<file path="src/rtl/audio_adc_rx.sv">
// I2S ADC receiver: synchronises the codec's BCLK/LRCK/DAT into the clk domain,
// deserialises MSB-first channel words and presents stereo pairs with a valid pulse.
module audio_adc_rx #(
    parameter int DATA_WIDTH = 16
) (
    input  logic                  clk,
    input  logic                  rst,
    input  logic                  AUD_BCLK,
    input  logic                  AUD_ADCLRCK,
    input  logic                  AUD_ADCDAT,
    output logic [DATA_WIDTH-1:0] left_data,
    output logic [DATA_WIDTH-1:0] right_data,
    output logic                  sample_valid,
    output logic                  frame_err
);

    typedef enum logic [1:0] {IDLE, SHIFT, DONE} state_t;

    localparam logic [5:0] FULL = 6'(DATA_WIDTH);

    logic [1:0]            bclk_sync, lrck_sync, dat_sync;
    logic                  bclk_prev;
    logic                  lrck_last;
    state_t                state;
    logic [5:0]            count;
    logic                  channel;
    logic [DATA_WIDTH-2:0] shift_reg;
    logic [DATA_WIDTH-1:0] left_hold;
    logic                  left_pending;

    logic                  bclk_rise, boundary;
    logic [DATA_WIDTH-1:0] next_word;

    assign bclk_rise = bclk_sync[1] & ~bclk_prev;
    assign boundary  = lrck_sync[1] != lrck_last;
    assign next_word = {shift_reg, dat_sync[1]};

    always_ff @(posedge clk) begin
        if (rst) begin
            bclk_sync    <= '0;
            lrck_sync    <= '0;
            dat_sync     <= '0;
            bclk_prev    <= 1'b0;
            lrck_last    <= 1'b0;
            state        <= IDLE;
            count        <= '0;
            channel      <= 1'b0;
            shift_reg    <= '0;
            left_hold    <= '0;
            left_pending <= 1'b0;
            left_data    <= '0;
            right_data   <= '0;
            sample_valid <= 1'b0;
            frame_err    <= 1'b0;
        end else begin
            bclk_sync    <= {bclk_sync[0], AUD_BCLK};
            lrck_sync    <= {lrck_sync[0], AUD_ADCLRCK};
            dat_sync     <= {dat_sync[0], AUD_ADCDAT};
            bclk_prev    <= bclk_sync[1];
            sample_valid <= 1'b0;

            if (bclk_rise) begin
                lrck_last <= lrck_sync[1];
                if (boundary) begin
                    // Still in SHIFT means the word never reached full width.
                    if (state == SHIFT) begin
                        frame_err    <= 1'b1;
                        left_pending <= 1'b0;
                    end
                    state   <= SHIFT;
                    count   <= '0;
                    channel <= lrck_sync[1];
                end else if (state == SHIFT) begin
                    shift_reg <= next_word[DATA_WIDTH-2:0];
                    if (count == FULL - 6'd1) begin
                        state <= DONE;
                        count <= FULL;
                        if (!channel) begin
                            left_hold    <= next_word;
                            left_pending <= 1'b1;
                        end else if (left_pending) begin
                            left_data    <= left_hold;
                            right_data   <= next_word;
                            sample_valid <= 1'b1;
                            left_pending <= 1'b0;
                        end
                    end else begin
                        count <= count + 6'd1;
                    end
                end
            end
        end
    end

endmodule

</file>
<file path="config.mk">
export PLATFORM = sky130hd
export DESIGN_NAME = audio_adc_rx
export DESIGN_NICKNAME = d
export VERILOG_FILES = /design/src/rtl/audio_adc_rx.sv
export SDC_FILE = /design/constraint.sdc
export NUM_CORES = 1
export LEC_CHECK = 0
export BUFFER_PORTS_ARGS = -buffer_cell sky130_fd_sc_hd__buf_2
export CAP_MARGIN = 20
export CORE_MARGIN = 1
export CORE_UTILIZATION = 40
export CTS_BUF_LIST = sky130_fd_sc_hd__clkbuf_8
export DETAILED_ROUTE_END_ITERATION = 8
export PLACE_DENSITY = 0.69
export SKIP_LAST_GASP = 1
export SLEW_MARGIN = 40
export SYNTH_ARGS = -nofsm -noshare
export SYNTH_HDL_FRONTEND = slang
export SYNTH_SLANG_ARGS = --single-unit
</file>
<file path="constraint.sdc">
create_clock -name clk -period 1.6 [get_ports clk]
set_input_delay 0.32 -clock clk [delete_from_list [all_inputs] [get_ports clk]]
set_output_delay 0.32 -clock clk [all_outputs]
set_load 0.005 [all_outputs]
</file>
==> results of run 1 <==
## logic make-up (layout without fill, tap and decap cells)
logic type	Yosys count	in the layout	synth area share (%)
adder cells (fa/ha/maj)	1	1	0.389
buffers and inverters	31	78	4.99
AND/OR/NAND/NOR	126	126	20.8
XOR/XNOR	2	2	1.36
AO/OA/AOI/OAI	130	130	20.7
flip-flops	83	83	51.7
## worst paths after layout
kind                              startpoint        endpoint  slack, ns
worst max-delay path                state[1]  right_data[10]       0.02
worst min-delay path              AUD_ADCDAT     dat_sync[0]       0.17
worst max register to register      state[1]  right_data[10]       0.02
worst min register to register  lrck_sync[0]    lrck_sync[1]       0.45
## through the flow
stage | util, % | std cells | setup slack [ns]
2_1_floorplan | - | 373 | 0.0560
5_1_grt | 51.2 | 522 | -0.0601
6_report | 51.2 | 522 | 0.0247
3_5_place_dp | 46.3 | 500 | 0.0195
4_1_cts | 49.3 | 516 | 0.0134
3_3_place_gp | 46.3 | 500 | 0.0551
## power by group through the flow
stage / sequential, mW / combinational [mW] / clock [mW]
2_1_floorplan: 2.13 / 0.0491 / 0
3_3_place_gp: 2.13 / 0.0753 / 0
3_5_place_dp: 2.13 / 0.0764 / 0
4_1_cts: 2.08 / 0.0769 / 1.72
5_1_grt: 2.08 / 0.0918 / 1.82
6_report: 2.08 / 0.0843 / 1.68
## repair_timing
action                                  CTS  global route
resized for setup                         2            20
buffers inserted                          0             4
endpoints found under the setup margin   19            46
cloned                                    0             2
pin swaps                                 1             6
## placed cells by master, fill, tap and decap left out, types with 2 or more instances in the layout
cell type,synthesis,layout
buf_4,2,16
buf_12,0,6
a31oi_1,2,2
o21ai_1,7,10
nand3_1,36,36
a21oi_1,72,65
dfxtp_2,0,2
clkbuf_8,0,10
nor2b_1,9,9
buf_2,4,38
nor3_1,5,5
o21ai_0,45,42
nand2b_1,2,2
bufinv_16,0,2
or3_1,2,2
dfxtp_1,83,79
a21oi_2,0,7
nand2_1,40,40
nand3b_1,17,17
dfxtp_4,0,2
clkbuf_16,0,2
nor2_1,5,5
## critical path, delay by kind of cell, from the launching register on
| kind | cells | cell delay, ns |
|---|---|---|
| DFF | 1 | 0.36 |
| AOI/OAI and AO/OA | 1 | 0.15 |
| buffers and inverters | 1 | 0.18 |
| and+or+nand+nor | 3 | 0.82 |
## layer usage
layer,up-vias,routed length [um],global-route usage (%)
met2,55,3490,28.3
met5,-,0,0
met4,0,87,9.13
met3,10,259,2.85
met1,1322,3540,23.8
li1,1402,-,-
## final cells by class
cell class / instances / area [sq um] / share of cell area, %
sequential: 83 / 1670 / 42.3
multi-input combinational: 259 / 1450 / 36.6
timing repair buffer: 62 / 480 / 12.1
clock buffer: 10 / 138 / 3.48
tap: 102 / 128 / 3.23
clock inverter: 6 / 88.8 / 2.25
==> flow_summary.rst, run 1 <==
.. list-table::
   :header-rows: 1

   * - Metric
     - Value
   * - RePlAce Congestion
     - 0.837
   * - Synth Net Count
     - 379
   * - Number of filler cells placed in the layout
     - 720
   * - Int Power
     - 3.02 mW
   * - Routed via count
     - 2789
   * - Async SR Flop Fraction
     - 0%
   * - Count of hold-fix buffers inserted at cts
     - 0
   * - Initial DRC count
     - 132
   * - Worst relative slew slack
     - 68.3%
   * - Combinational fraction of design power
     - 2.2%
   * - Clock Power Share
     - 43.8%
   * - Number of detailed-routing iterations run before antenna repair
     - 5
   * - First-pass GRT wire length
     - 12100 um
   * - Area of the core region
     - 0.00773 sq mm
   * - Post-synthesis area per instance
     - 8.61 sq um
   * - Pins Over Slew Limit
     - 0
   * - Number of design rule violations left after detail routing
     - 0
   * - Effective utilization at floorplan
     - 41.6%
   * - Cell at the root of the clock tree
     - clkbuf_8
   * - Die Outline Area
     - 0.00839 sq mm
   * - Fin Clk Skew
     - 0.0137 ns
   * - Growth of design area from synthesis to finish
     - 23.1%
   * - Seq pwr share
     - 54.0%
   * - Sw frac
     - 21.3%
   * - Antenna violations before repair
     - 0
   * - Unrepaired setup endpoints after global routing
     - yes
   * - Largest registers in the final layout
     - left_data: 16 flops, left_hold: 16 flops, right_data: 16 flops
   * - Clock latency reported for the late side of the worst-skew pair
     - 0.36 ns
   * - WP data required
     - 1.89 ns
   * - Depth of the worst register-to-register path
     - 5
   * - CP endpoint kind
     - register
   * - Crit path largest cell delay
     - 0.36 ns
   * - Number of H-tree branching levels
     - 3
   * - Net switching power of the design
     - 0.818 mW
   * - Hold crit path type
     - input pin to register
   * - CTS sink cnt
     - 83
   * - Finished Cell Area
     - 0.00396 sq mm
   * - Overflow after GRT
     - 0
   * - Number of setup violations in the final report
     - 0
   * - Number of global-route vias before repair
     - 2532
   * - IO Count
     - 39
   * - Highest-delay cell along the critical path
     - dfxtp_1
   * - Portion of the post-synthesis area used by sequential elements
     - 51.7%
   * - Total of flip-flops plus latches after synthesis
     - 83
   * - Half-perimeter wire length after detailed placement
     - 4610 um
   * - Synthesized instance count
     - 373
   * - Number of cells traversed by the worst hold path
     - 2
   * - Post-layout power
     - 3.84 mW
   * - Vias per Instance
     - 5.34
   * - Cts bufs inserted
     - 9
   * - Number of buffers on the longest clock path
     - 2
   * - Most instantiated cells after synthesis
     - dfxtp_1, a21oi_1, o21ai_0, nand2_1, nand3_1
   * - Final worst hold slack
     - 0.167 ns
   * - Largest net degree at the start of global routing
     - 50
   * - Type of the setup path with the least slack
     - register to register
   * - Number of max-cap violations
     - 0
   * - Total global routing track utilization
     - 18.0%
   * - Die X
     - 91.6 um
   * - Kind of launch point of the worst setup path
     - register
   * - PwrDens
     - 972 mW/mm^2
   * - Hold violation total from the final report
     - 0
   * - Maximum net fanout on the critical path
     - 7
   * - Shortest clock period the worst path allows after layout
     - 1.58 ns
   * - Cell area after technology mapping
     - 0.00321 sq mm
   * - Library cell with the highest instance count after synthesis
     - dfxtp_1
   * - Count of unique library cells instantiated by Yosys
     - 35
   * - Share of the clock period used by the worst path after layout
     - 98.5%
   * - Setup TNS
     - 0 ns
   * - # diodes
     - 0
   * - Predominant post-synthesis flop cell
     - dfxtp_1
   * - CP arrival
     - 1.86 ns
   * - Worst IR Drop VDD
     - 0.375 mV
   * - Placed cell area
     - 0.00358 sq mm
   * - Count of flip-flops with a built-in enable after synthesis
     - 0
   * - Clock transition at the registers of the reported paths
     - 0.09 ns
   * - Cell chain of the critical path
     - and4bb_4 > and4_4 > buf_4 > nand3_1 > a21oi_2
   * - Transition time of the tightest slew-check pin
     - 0.476 ns
   * - Number of buffers inserted by port buffering
     - 38
   * - Largest cells by area after synthesis
     - dfxtp_1, a21oi_1, o21ai_0, nand3_1, nand2_1
   * - Sum of routed wire length over all layers
     - 7380 um
   * - Layout cells sized above 1
     - 22.9%
   * - Yosys top cell by area
     - dfxtp_1
   * - Final antenna-violating net count
     - 0
   * - Post-detailed-route wirelength per cell
     - 14.1 um
   * - Number of warnings reported in the yosys synthesis log
     - 0
   * - Max Clock Freq
     - 635 MHz
   * - Clock tree from TritonCTS
     - done
   * - Leakage power figure
     - 1.38 nW
   * - Standard-cell rows
     - 32
   * - Top cell type's share of synthesized area
     - 51.7%
   * - # nets final
     - 421
   * - Die Y-Extent
     - 91.6 um
   * - Run status
     - complete, no violations
No activity file was read; power rests on OpenSTA's default activity.
==> run 2: changes to the inputs <==
--- a/config.mk
+++ b/config.mk
@@ -11,7 +11,6 @@
 export CORE_UTILIZATION = 40
 export CTS_BUF_LIST = sky130_fd_sc_hd__clkbuf_8
 export DETAILED_ROUTE_END_ITERATION = 8
-export PLACE_DENSITY = 0.69
 export SKIP_LAST_GASP = 1
 export SLEW_MARGIN = 40
 export SYNTH_ARGS = -nofsm -noshare
==> constraint.sdc (replaced) <==
create_clock -name clk -period 1.6 [get_ports clk]
set_input_delay 0.32 -clock clk [delete_from_list [all_inputs] [get_ports clk]]
set_output_delay 0.32 -clock clk [all_outputs]
set_load 0.1 [all_outputs]
==> flow_summary.rst, run 2 (synthesis gave the netlist of run 1 again) <==
.. list-table::
   :header-rows: 1

   * - Metric
     - Value
   * - R2r startpoint
     - state[1] (unchanged)
   * - Growth of design area from synthesis to finish
     - 22.2% (was 23.1%)
   * - Seq pwr share
     - 56.2% (was 54.0%)
   * - Number of max-cap violations
     - 0 (unchanged)
   * - Number of buffers inserted by port buffering
     - 38 (unchanged)
   * - # nets final
     - 422 (was 421)
   * - Die Outline Area
     - 0.00839 sq mm (unchanged)
   * - Clock transition at the registers of the reported paths
     - 0.09 ns (about the same)
   * - Clock Power Share
     - 41.4% (was 43.8%)
   * - Post-detailed-route wirelength per cell
     - 14.5 um (was 14.1 um)
   * - Half-perimeter wire length after detailed placement
     - 4490 um (was 4610 um)
   * - Clock latency reported for the late side of the worst-skew pair
     - 0.35 ns (was 0.36 ns)
   * - IO Count
     - 39 (unchanged)
   * - Routed via count
     - 2800 (was 2789)
   * - Pins Over Slew Limit
     - 0 (unchanged)
   * - Overflow after GRT
     - 0 (unchanged)
   * - Effective utilization at floorplan
     - 41.6% (unchanged)
   * - WP data required
     - 1.89 ns (about the same)
   * - Setup slack of the worst register-to-register path
     - 0.03 ns (was 0.02 ns)
   * - # diodes
     - 0 (unchanged)
   * - Net switching power of the design
     - 0.860 mW (was 0.818 mW)
   * - Number of setup violations in the final report
     - 0 (unchanged)
   * - Shortest clock period the worst path allows after layout
     - 1.57 ns (was 1.58 ns)
   * - Worst min-delay path endpoint
     - bclk_sync[0] (was dat_sync[0])
   * - Kind of launch point of the worst setup path
     - register (unchanged)
   * - Sum of routed wire length over all layers
     - 7600 um (was 7380 um)
   * - Run status
     - complete, no violations (unchanged)
   * - Area of the core region
     - 0.00773 sq mm (unchanged)
   * - Sw frac
     - 23.3% (was 21.3%)
   * - Number of global-route vias before repair
     - 2574 (was 2532)
   * - Clock tree from TritonCTS
     - done (unchanged)
   * - Top library cells by usage in the layout, fill and taps aside
     - dfxtp_1, a21oi_1, o21ai_0 (unchanged)
   * - Int Power
     - 2.84 mW (was 3.02 mW)
   * - Hold crit path type
     - input pin to register (unchanged)
   * - Largest registers in the final layout
     - left_data: 16 flops, left_hold: 16 flops, right_data: 16 flops (unchanged)
   * - CTS sink cnt
     - 83 (unchanged)
   * - Setup TNS
     - 0 ns (unchanged)
   * - Number of detailed-routing iterations run before antenna repair
     - 4 (was 5)
   * - Number of H-tree branching levels
     - 3 (unchanged)
   * - Worst IR Drop VDD
     - 0.688 mV (was 0.375 mV)
   * - Startpoint of the worst hold path
     - AUD_BCLK (was AUD_ADCDAT)
   * - Transition time of the tightest slew-check pin
     - 0.488 ns (was 0.476 ns)
   * - Type of the setup path with the least slack
     - register to register (unchanged)
   * - Leakage power figure
     - 1.37 nW (was 1.38 nW)
   * - Standard-cell rows
     - 32 (unchanged)
   * - Fin Clk Skew
     - 0.00811 ns (was 0.0137 ns)
   * - Vias per Instance
     - 5.35 (was 5.34)
   * - Largest net degree at the start of global routing
     - 60 (was 50)
   * - CP arrival
     - 1.86 ns (about the same)
   * - PwrDens
     - 942 mW/mm^2 (was 972 mW/mm^2)
   * - Hold violation total from the final report
     - 0 (unchanged)
   * - Cts bufs inserted
     - 9 (unchanged)
   * - Total global routing track utilization
     - 18.1% (was 18.0%)
   * - Initial DRC count
     - 156 (was 132)
   * - Depth of the worst register-to-register path
     - 5 (unchanged)
   * - Share of the clock period used by the worst path after layout
     - 98.0% (was 98.5%)
   * - Most frequent standard cell in the layout excluding fill and tap cells
     - dfxtp_1 (unchanged)
   * - Final Util
     - 50.8% (was 51.2%)
   * - Antenna violations before repair
     - 0 (unchanged)
   * - Count of hold-fix buffers inserted at cts
     - 0 (unchanged)
   * - Die Y-Extent
     - 91.6 um (unchanged)
   * - First-pass GRT wire length
     - 12100 um (about the same)
   * - Cell at the root of the clock tree
     - clkbuf_8 (unchanged)
   * - Layout cells sized above 1
     - 23.0% (was 22.9%)
   * - RePlAce Congestion
     - 0.797 (was 0.837)
   * - Number of buffers on the longest clock path
     - 2 (unchanged)
   * - Combinational fraction of design power
     - 2.4% (was 2.2%)
   * - Worst relative slew slack
     - 67.7% (was 68.3%)
   * - Final antenna-violating net count
     - 0 (unchanged)
   * - Reg-to-reg critical path endpoint
     - right_data[12] (was right_data[10])
   * - CP endpoint kind
     - register (unchanged)
   * - Max Clock Freq
     - 638 MHz (was 635 MHz)
   * - Die X
     - 91.6 um (unchanged)
   * - Maximum net fanout on the critical path
     - 7 (unchanged)
   * - Number of design rule violations left after detail routing
     - 0 (unchanged)
   * - Number of cells traversed by the worst hold path
     - 2 (unchanged)
   * - Unrepaired setup endpoints after global routing
     - yes (unchanged)
-- run 2: cell count changes in the layout (fill, tap and decap cells not counted), sizes merged --
cell,delta
bufinv,-1
clkinv,+1
clkinvlp,+1
-- run 2: metal layers --
layer  track usage (%)  vias to the layer above  part of all wire, %
met2              29.5                       42                   50
li1                  -                     1399                    -
met1              23.2                     1352                   46
met5                 0                        -                    0
met4              7.80                        0                  1.0
met3              3.43                        7                  3.2
-- run 2: layout make-up --
cell class | instances | area (sq um)
fill | 767 | 3800
sequential | 83 | 1670
multi-input combinational | 259 | 1440
timing repair buffer | 63 | 490
tap | 102 | 128
clock buffer | 9 | 124
clock inverter | 7 | 76.3
-- run 2: worst max-delay path by stage --
stage | start | end | slack [ns]
6_report | state[1] | right_data[12] | 0.03
5_1_grt | lrck_sync[1] | count[3] | -0.03
4_1_cts | count[0] | left_data[15] | -0.01
3_5_place_dp | count[0] | left_data[15] | -0.05
3_3_place_gp | count[0] | right_data[0] | -0.01
2_1_floorplan | count[0] | left_hold[0] | 0.06
-- run 2: what timing repair did --
action | in CTS | in global routing
setup endpoints to repair | 49 | 48
cloned | 0 | 5
pin swaps | 1 | 14
endpoints found under the hold margin | 0 | 0
buffers inserted | 3 | 2
gates resized for setup | 3 | 18
-- run 2: through the flow --
| step | total power, mW | std cells | instance area, sq um | hold WS (ns) | setup WS (ns) |
|---|---|---|---|---|---|
| 4_1_cts | 3.72 | 516 | 3750 | 0.164 | -0.00993 |
| 5_1_grt | 3.85 | 523 | 3920 | 0.181 | -0.0256 |
| 2_1_floorplan | 2.18 | 373 | 3210 | 0.414 | 0.0560 |
| 6_report | 3.69 | 523 | 3920 | 0.170 | 0.0328 |
| 3_3_place_gp | 2.20 | 497 | 3520 | 0.429 | -0.0147 |
| 3_5_place_dp | 2.20 | 497 | 3520 | 0.433 | -0.0461 |
-- run 2: worst max-delay path, cell delays in order, from the launching register on --
cell and delay, ns:
dfxtp_2 0.35, and4bb_4 0.38, and4_4 0.37, clkbuf_16 0.18
nand3_1 0.08, a21oi_1 0.14
-- run 2: power by group through the flow --
stage	Clock, mW	Combinational [mW]	Sequential (mW)
5_1_grt	1.68	0.0957	2.08
2_1_floorplan	0	0.0491	2.13
3_5_place_dp	0	0.0767	2.13
4_1_cts	1.56	0.0827	2.08
3_3_place_gp	0	0.0769	2.13
6_report	1.53	0.0870	2.08
==> run 3: changes to the inputs <==
==> constraint.sdc (replaced) <==
create_clock -name clk -period 1.85 [get_ports clk]
set_input_delay 0.37 -clock clk [delete_from_list [all_inputs] [get_ports clk]]
set_output_delay 0.37 -clock clk [all_outputs]
set_load 0.1 [all_outputs]
==> flow_summary.rst, run 3 (synthesis gave the netlist of run 1 again) <==
.. list-table::
   :header-rows: 1

   * - Metric
     - Value
   * - Fin Clk Skew
     - 0.00794 ns (was 0.00811 ns)
   * - Number of design rule violations left after detail routing
     - 0 (unchanged)
   * - RePlAce Congestion
     - 0.782 (was 0.797)
   * - First-pass GRT wire length
     - 11900 um (was 12100 um)
   * - Number of max-cap violations
     - 0 (unchanged)
   * - Number of H-tree branching levels
     - 3 (unchanged)
   * - Type of the setup path with the least slack
     - register to register (unchanged)
   * - Effective utilization at floorplan
     - 41.6% (unchanged)
   * - R2r startpoint
     - count[0] (was state[1])
   * - Sum of routed wire length over all layers
     - 6770 um (was 7600 um)
   * - Final Util
     - 48.2% (was 50.8%)
   * - Run status
     - complete, no violations (unchanged)
   * - Post-detailed-route wirelength per cell
     - 13.3 um (was 14.5 um)
   * - Hold violation total from the final report
     - 0 (unchanged)
   * - Beginning of the critical path
     - count[0] (was state[1])
   * - Cell at the root of the clock tree
     - clkbuf_8 (unchanged)
   * - IO Count
     - 39 (unchanged)
   * - Shortest clock period the worst path allows after layout
     - 1.69 ns (was 1.57 ns)
   * - Count of hold-fix buffers inserted at cts
     - 0 (unchanged)
   * - Top library cells by usage in the layout, fill and taps aside
     - dfxtp_1, a21oi_1, o21ai_0 (unchanged)
   * - # diodes
     - 0 (unchanged)
   * - Largest net degree at the start of global routing
     - 50 (was 60)
   * - Share of the clock period used by the worst path after layout
     - 91.5% (was 98.0%)
   * - Largest registers in the final layout
     - left_data: 16 flops, left_hold: 16 flops, right_data: 16 flops (unchanged)
   * - CTS sink cnt
     - 83 (unchanged)
   * - Worst relative slew slack
     - 60.6% (was 67.7%)
   * - Standard-cell rows
     - 32 (unchanged)
   * - Vias per Instance
     - 5.28 (was 5.35)
   * - Max Clock Freq
     - 590 MHz (was 638 MHz)
   * - PwrDens
     - 875 mW/mm^2 (was 942 mW/mm^2)
   * - Hold crit path type
     - input pin to register (unchanged)
   * - Leakage power figure
     - 1.29 nW (was 1.37 nW)
   * - WP data required
     - 2.12 ns (was 1.89 ns)
   * - Total global routing track utilization
     - 17.8% (was 18.1%)
   * - CP endpoint kind
     - register (unchanged)
   * - Worst IR Drop VDD
     - 0.343 mV (was 0.688 mV)
   * - Maximum net fanout on the critical path
     - 26 (was 7)
   * - Clock tree from TritonCTS
     - done (unchanged)
   * - Antenna violations before repair
     - 0 (unchanged)
   * - Setup TNS
     - 0 ns (unchanged)
   * - Growth of design area from synthesis to finish
     - 15.9% (was 22.2%)
   * - Kind of launch point of the worst setup path
     - register (unchanged)
   * - Transition time of the tightest slew-check pin
     - 0.591 ns (was 0.488 ns)
   * - Final antenna-violating net count
     - 0 (unchanged)
   * - Number of buffers inserted by port buffering
     - 38 (unchanged)
   * - Final worst hold slack
     - 0.235 ns (was 0.170 ns)
   * - Die Y-Extent
     - 91.6 um (unchanged)
   * - Startpoint of the worst hold path
     - AUD_BCLK (unchanged)
   * - Clock latency reported for the late side of the worst-skew pair
     - 0.34 ns (was 0.35 ns)
   * - Number of filler cells placed in the layout
     - 773 (was 767)
   * - Setup slack after layout
     - 0.156 ns (was 0.0328 ns)
   * - Initial DRC count
     - 149 (was 156)
   * - # nets final
     - 408 (was 422)
   * - Area of the core region
     - 0.00773 sq mm (unchanged)
   * - Routed via count
     - 2683 (was 2800)
   * - Number of global-route vias before repair
     - 2549 (was 2574)
   * - Most frequent standard cell in the layout excluding fill and tap cells
     - dfxtp_1 (unchanged)
   * - Die Outline Area
     - 0.00839 sq mm (unchanged)
   * - Setup fix buffers added after clock tree synthesis
     - 0 (was 3)
   * - Layout cells sized above 1
     - 17.5% (was 23.0%)
   * - Post-cts gate resize count
     - 0 (was 3)
   * - CP arrival
     - 1.96 ns (was 1.86 ns)
   * - Overflow after GRT
     - 0 (unchanged)
   * - Number of setup violations in the final report
     - 0 (unchanged)
   * - Half-perimeter wire length after detailed placement
     - 4350 um (was 4490 um)
   * - Unrepaired setup endpoints after global routing
     - no (was yes)
   * - Cts bufs inserted
     - 9 (unchanged)
   * - Number of detailed-routing iterations run before antenna repair
     - 4 (unchanged)
   * - Clock transition at the registers of the reported paths
     - 0.08 ns (was 0.09 ns)
   * - Die X
     - 91.6 um (unchanged)
   * - Pins Over Slew Limit
     - 0 (unchanged)
   * - Number of buffers on the longest clock path
     - 2 (unchanged)
   * - Pre-CTS worst setup slack
     - 0.131 ns (was -0.0461 ns)
run 3: path summary, 6_finish.rpt:
| check | end | slack [ns] | cells after the start |
|---|---|---|---|
| hold reg to reg | dat_sync[1] | 0.45 | 1 |
| setup reg to reg | left_hold[9] | 0.16 | 6 |
| hold / removal | bclk_sync[0] | 0.23 | 2 |
| setup / recovery | left_hold[9] | 0.16 | 6 |
run 3: final cells by class:
cell class | instances | area, sq um | area share [%]
Tap cell | 102 | 128 | 3.43
Sequential cell | 83 | 1660 | 44.6
Timing Repair Buffer | 49 | 323 | 8.67
Multi-Input combinational cell | 259 | 1400 | 37.5
Clock buffer | 10 | 138 | 3.70
Clock inverter | 5 | 77.6 | 2.08
run 3: power by group:
part           internal, mW  switching (mW)
registers              1.79         0.00688
logic                0.0237          0.0430
clock network         0.785           0.608
total                  2.60           0.658
run 3: per-stage QoR:
step                std cells  area, sq um  total power, mW
CTS                       508         3720             3.31
global placement          493         3500             1.91
floorplan                 373         3210             1.88
global route              508         3720             3.40
detailed placement        493         3500             1.91
finish                    508         3720             3.26
run 3: per-layer routing:
metal	track usage [%]	routed length, um
met5	0	0
met4	7.94	79
met3	3.02	193
met2	29.9	3280
met1	22.3	3220
run 3: worst max-delay path: stages, from the launching register on:
cell and delay (ns):
dfxtp_1 0.37, ha_1 0.23, and3_2 0.25, and4_4 0.34
buf_12 0.19, nand3b_1 0.10, a21oi_1 0.15
